$ cat config.mk
export PLATFORM = sky130hd
export DESIGN_NAME = transmitter
export DESIGN_NICKNAME = d
export VERILOG_FILES = /design/src/rtl/uart_pkg.sv /design/src/rtl/baud_gen.sv /design/src/rtl/transmitter.sv
export SDC_FILE = /design/constraint.sdc
export NUM_CORES = 1
export LEC_CHECK = 0
export ABC_AREA = 1
export CAP_MARGIN = 0
export CORE_AREA = 4 4 59 61
export CTS_BUF_LIST = sky130_fd_sc_hd__clkbuf_8 sky130_fd_sc_hd__clkbuf_16
export DETAILED_ROUTE_END_ITERATION = 8
export DIE_AREA = 0 0 63 65
export PLACE_DENSITY = 0.76
export REMOVE_ABC_BUFFERS = 1
export SLEW_MARGIN = 20
export SYNTH_ARGS = -nofsm -noshare
export SYNTH_HDL_FRONTEND = slang
export SYNTH_SLANG_ARGS = --single-unit
$ cat constraint.sdc
create_clock -name clk -period 1.9 [get_ports clk]
set_input_delay 0.57 -clock clk [delete_from_list [all_inputs] [get_ports clk]]
set_output_delay 0.57 -clock clk [all_outputs]
set_load 0.01 [all_outputs]
$ cat src/rtl/uart_pkg.sv
// UART transmitter shared definitions.
// Default timing constants, frame geometry and FSM state type.
package uart_pkg;

  localparam int DATA_W       = 8;
  localparam int CLK_FREQ     = 100_000_000;
  localparam int BAUD_RATE    = 57600;
  localparam int CLKS_PER_BIT = CLK_FREQ / BAUD_RATE;
  localparam int FRAME_BITS   = DATA_W + 2;

  typedef enum logic [1:0] {
    IDLE,
    START,
    DATA,
    STOP
  } tx_state_e;

endpackage

$ cat src/rtl/baud_gen.sv
// Baud tick generator: one-clock tick in the last clock of each bit.
// Counter is held at zero while disabled so every frame starts aligned.
module baud_gen #(
  parameter int CLKS = 1736
) (
  input  logic clk,
  input  logic reset,
  input  logic enable,
  output logic tick
);

  localparam int CW = (CLKS > 1) ? $clog2(CLKS) : 1;
  localparam logic [CW-1:0] LAST = CW'(CLKS - 1);

  logic [CW-1:0] cnt;

  always_ff @(posedge clk or negedge reset) begin
    if (!reset) begin
      cnt <= '0;
    end else if (!enable || cnt == LAST) begin
      cnt <= '0;
    end else begin
      cnt <= cnt + 1'b1;
    end
  end

  assign tick = enable && (cnt == LAST);

endmodule

$ cat src/rtl/transmitter.sv
// UART 8N1 transmitter with integrated baud generator.
// Start bit, WIDTH data bits LSB first, stop bit; line idles high.
module transmitter #(
  parameter int WIDTH     = uart_pkg::DATA_W,
  parameter int CLK_FREQ  = uart_pkg::CLK_FREQ,
  parameter int BAUD_RATE = uart_pkg::BAUD_RATE
) (
  input  logic             clk,
  input  logic             reset,
  input  logic             start,
  input  logic [WIDTH-1:0] data,
  output logic             tx,
  output logic             baud,
  output logic [3:0]       bit_count
);

  localparam int CLKS_PER_BIT = CLK_FREQ / BAUD_RATE;
  localparam logic [3:0] LAST_DATA = 4'(WIDTH);
  localparam logic [3:0] STOP_IDX  = 4'(WIDTH + 1);

  uart_pkg::tx_state_e state;
  logic [WIDTH-1:0]    shreg;
  logic                tick;

  baud_gen #(
    .CLKS(CLKS_PER_BIT)
  ) u_baud (
    .clk   (clk),
    .reset (reset),
    .enable(state != uart_pkg::IDLE),
    .tick  (tick)
  );

  assign baud = tick;

  always_ff @(posedge clk or negedge reset) begin
    if (!reset) begin
      state     <= uart_pkg::IDLE;
      shreg     <= '0;
      tx        <= 1'b1;
      bit_count <= '0;
    end else begin
      unique case (state)
        uart_pkg::IDLE: begin
          tx        <= 1'b1;
          bit_count <= '0;
          if (start) begin
            shreg <= data;
            state <= uart_pkg::START;
            tx    <= 1'b0;
          end
        end
        uart_pkg::START: begin
          if (tick) begin
            state     <= uart_pkg::DATA;
            bit_count <= 4'd1;
            tx        <= shreg[0];
          end
        end
        uart_pkg::DATA: begin
          if (tick) begin
            if (bit_count == LAST_DATA) begin
              state     <= uart_pkg::STOP;
              bit_count <= STOP_IDX;
              tx        <= 1'b1;
            end else begin
              shreg     <= shreg >> 1;
              bit_count <= bit_count + 4'd1;
              tx        <= shreg[1];
            end
          end
        end
        uart_pkg::STOP: begin
          if (tick) begin
            bit_count <= '0;
            // back-to-back frames reuse the stop-bit boundary, no idle gap
            if (start) begin
              shreg <= data;
              state <= uart_pkg::START;
              tx    <= 1'b0;
            end else begin
              state <= uart_pkg::IDLE;
              tx    <= 1'b1;
            end
          end
        end
        default: state <= uart_pkg::IDLE;
      endcase
    end
  end

endmodule

==> impl_results.md <==
- Outcome: complete, no violations
- Horizontal die dimension: 63 um
- Fin Clk Skew: 0.002312 ns
- Power density over the cells: 1260 mW/mm^2
- Register area share after synthesis: 40.93%
- CORE AREA: 0.002978 sq mm
- Proportion of netlist area held by the largest area contributor: 39.28%
- Clock root buffer: clkbuf_8
- Crit path arrival time: 1.29 ns
- Top_reg_cell synth: dfrtp_1
- Number of clock buffers inserted by TritonCTS: 3
- Setup WS post-layout: 0.04442 ns
- Setup crit end kind: output pin
- Total GRT Usage: 18.65%
- Clock sink total: 26
- Slew at the pin closest to its max-slew limit: 0.3427 ns
- Type of element launching the critical path: flop
- Post-layout net count: 264
- Pre-CTS setup slack: -0.1171 ns
- Static leakage: 1.038 nW
- Global-route wire length before repair: 6154 um
- RSZ-0062 raised after global routing: true
- IR Drop Worst-Case VDD: 0.0006605 V
- Main area contributors after synthesis: dfrtp_1 39%, nand2_1 11%, nand3_1 7.9%, ha_1 7.1%, inv_1 5.4%
- Maximum clock insertion buffer count: 2
- Insertion delay to the later sink of the worst-skew pair: 0.28 ns
- Cell with the most instances after synthesis: nand2_1
- Leading cell types by count after synthesis: 46 x nand2_1, 25 x dfrtp_1, 25 x nand3_1, 23 x inv_1, 15 x nor2_1
- Required time of the critical path: 1.33 ns
- CTS tree: built
- Hold path cells: 2
- Setup TNS: 0 ns
- Synthesis warning total: 0
- Routability cong.: 0.9010
- Synth cell types: 25
- Synth area leader: dfrtp_1
- H-tree depth: 1
- Number of failing setup endpoints in the final timing report: 0
- Headroom to the max-slew limit: 77.15%
- Length of the first detailed-routing pass in iterations: 5
- Clock transition at the registers of the reported paths: 0.09 ns
- MaxCap Viol Count: 0
- Via count of the first global-routing pass: 1432
- Filler cell count: 245
- Avg Inst Size Synth: 8.085 sq um
- Final HPWL DP: 2554 um
- Post-DRT Antenna Nets: 0
- Max frequency: 538.9 MHz
- Area growth from synthesis to final layout: 29.62%
- Wirelength, routed: 3608 um
- Share of the clock period used by the worst path after layout: 97.66%
- Dominant delay contributor by cell family on the critical path: buffers and inverters
- Number of flops mapped to enable cells by yosys: 0
- DRC marker count from the first detailed-route iteration: 91
- Final Hold Vio Count: 0
- Number of buffers added to fix hold violations after cts: 0
- Share of post-route cells with drive strength above 1: 25.51%
- Post-Synthesis Cells: 197
- Number of cell rows: 20
- Clock period minus worst slack: 1.856 ns
- Port-buffer cells: 16
- # diodes: 0
- Number of vias per cell after detailed routing: 5.246
- Maximum single-stage delay on the critical path: 0.57 ns
- Power consumption: 0.002601 W
- DR WL/cell: 13.07 um
- Final Slew Violations: 0
- Worst path buffer plus inverter count: 1
- Final global-route overflow total: 0
- Hold/Removal Path Class: flop to flop
- IO Count: 17
- Async set-or-reset flop fraction in the synthesized netlist: 100.0%
- Post-synthesis register bit count: 26
- FF-to-FF path depth: 7
- Worst Path Class, Setup: flop to output pin
- Die outline height: 65 um
- Total number of cells along the worst setup path: 1
- Die area: 0.004095 sq mm
- Critical Path Slowest Stage Cell: clkdlybuf4s50_1
- DRC Markers: 0
- Largest fanout on the critical path: 5
- Number of antenna violations at the first check in global routing: 0
- Syn Std Cell Area: 0.001593 sq mm
- Pin count of the biggest net entering global routing: 27
- Cells traversed along the worst timing path: clkdlybuf4s50_1
- Initial core utilization: 53.49%
- Overall via count from detail_route: 1448
## routing by layer
layer | wire [um] | global-route usage, %
met4 | 42 | 7.713
met1 | 1579 | 22.37
met5 | 0 | 0
met3 | 175 | 2.600
met2 | 1811 | 33.33
## where the power goes
| part | switching, W | total (W) | internal (W) |
|---|---|---|---|
| registers | 0.0000879 | 0.000811 | 0.000723 |
| clock network | 0.000184 | 0.000370 | 0.000186 |
| logic | 0.000820 | 0.00142 | 0.000601 |
| total | 0.00109 | 0.00260 | 0.00151 |
## stage by stage
| stage | hold WS, ns | util, % | std cells | area [sq um] |
|---|---|---|---|---|
| CTS | 0.4782 | 67.86 | 273 | 2021 |
| finish | 0.4759 | 69.33 | 276 | 2064 |
| detailed placement | 0.4565 | 65.04 | 266 | 1937 |
| global route | 0.5086 | 69.33 | 276 | 2064 |
| floorplan | 0.2744 | - | 194 | 1563 |
| global placement | 0.4485 | 65.04 | 266 | 1937 |
## cells by family (layout without fill, tap and decap cells)
logic type                 Yosys count  count (layout)  share of synthesized area [%]
AOI/OAI and AO/OA                    9               9                          2.828
xor gates and xnor gates             5               5                          2.750
and+or+nand+nor                    114             114                          34.41
DFF                                 26              26                          40.93
buffers and inverters               28              74                          7.777
muxes                                6               6                          4.242
adders and majority gates            9               9                          7.070
## registers in the layout (all words and copies together), names as in the netlist
signal      count
u_baud.cnt     11
bit_count       4
tx              1
shreg           8
state           2
## path summary, 6_finish.rpt
kind | start | endpoint | slack [ns]
max | bit_count[3] | bit_count[3] | 0.04
min | tx | tx | 0.48
max reg2reg | state[0] | shreg[4] | 0.10
min reg2reg | tx | tx | 0.48
max in group asynchronous | reset | tx | 0.95
min in group asynchronous | reset | shreg[7] | 0.66
## placed cells by master (no fill, tap or decap)
cell / count
nand4_4: 1
mux2_2: 6
xnor2_1: 2
dlygate4sd2_1: 1
nand4_1: 6
xor2_1: 3
o21ai_0: 3
nor2_1: 15
clkbuf_8: 4
dfstp_2: 1
nand3_2: 1
nand2_1: 43
a21oi_1: 6
nand3b_1: 1
nor2_2: 3
ha_2: 1
buf_2: 1
inv_2: 3
inv_1: 22
nand3_1: 24
clkdlybuf4s50_1: 14
buf_6: 1
nor3_2: 1
or2_1: 1
nor3b_1: 1
ha_1: 8
nor3_1: 6
nor2_4: 1
nand2_2: 7
buf_4: 28
dfrtp_1: 25
nand2_4: 3
## area by class of cell
class / instances / area (sq um) / area share (%)
clock buffers: 4 / 55.05 / 2.667
inverters: 25 / 93.84 / 4.545
multi-input cells: 143 / 847.1 / 41.03
flip-flops and latches: 26 / 651.9 / 31.58
well taps: 33 / 41.29 / 2.000
repair buffers: 45 / 375.4 / 18.18
## repair_timing
item                                    4_1_cts  5_1_grt
buffers inserted                              3        4
gates cloned                                  0        0
endpoints found under the setup margin        2       23
pin swaps                                     3        6
endpoints found under the hold margin         0        0
gates resized for setup                       9        6
Power figures use the tool's default switching activity.
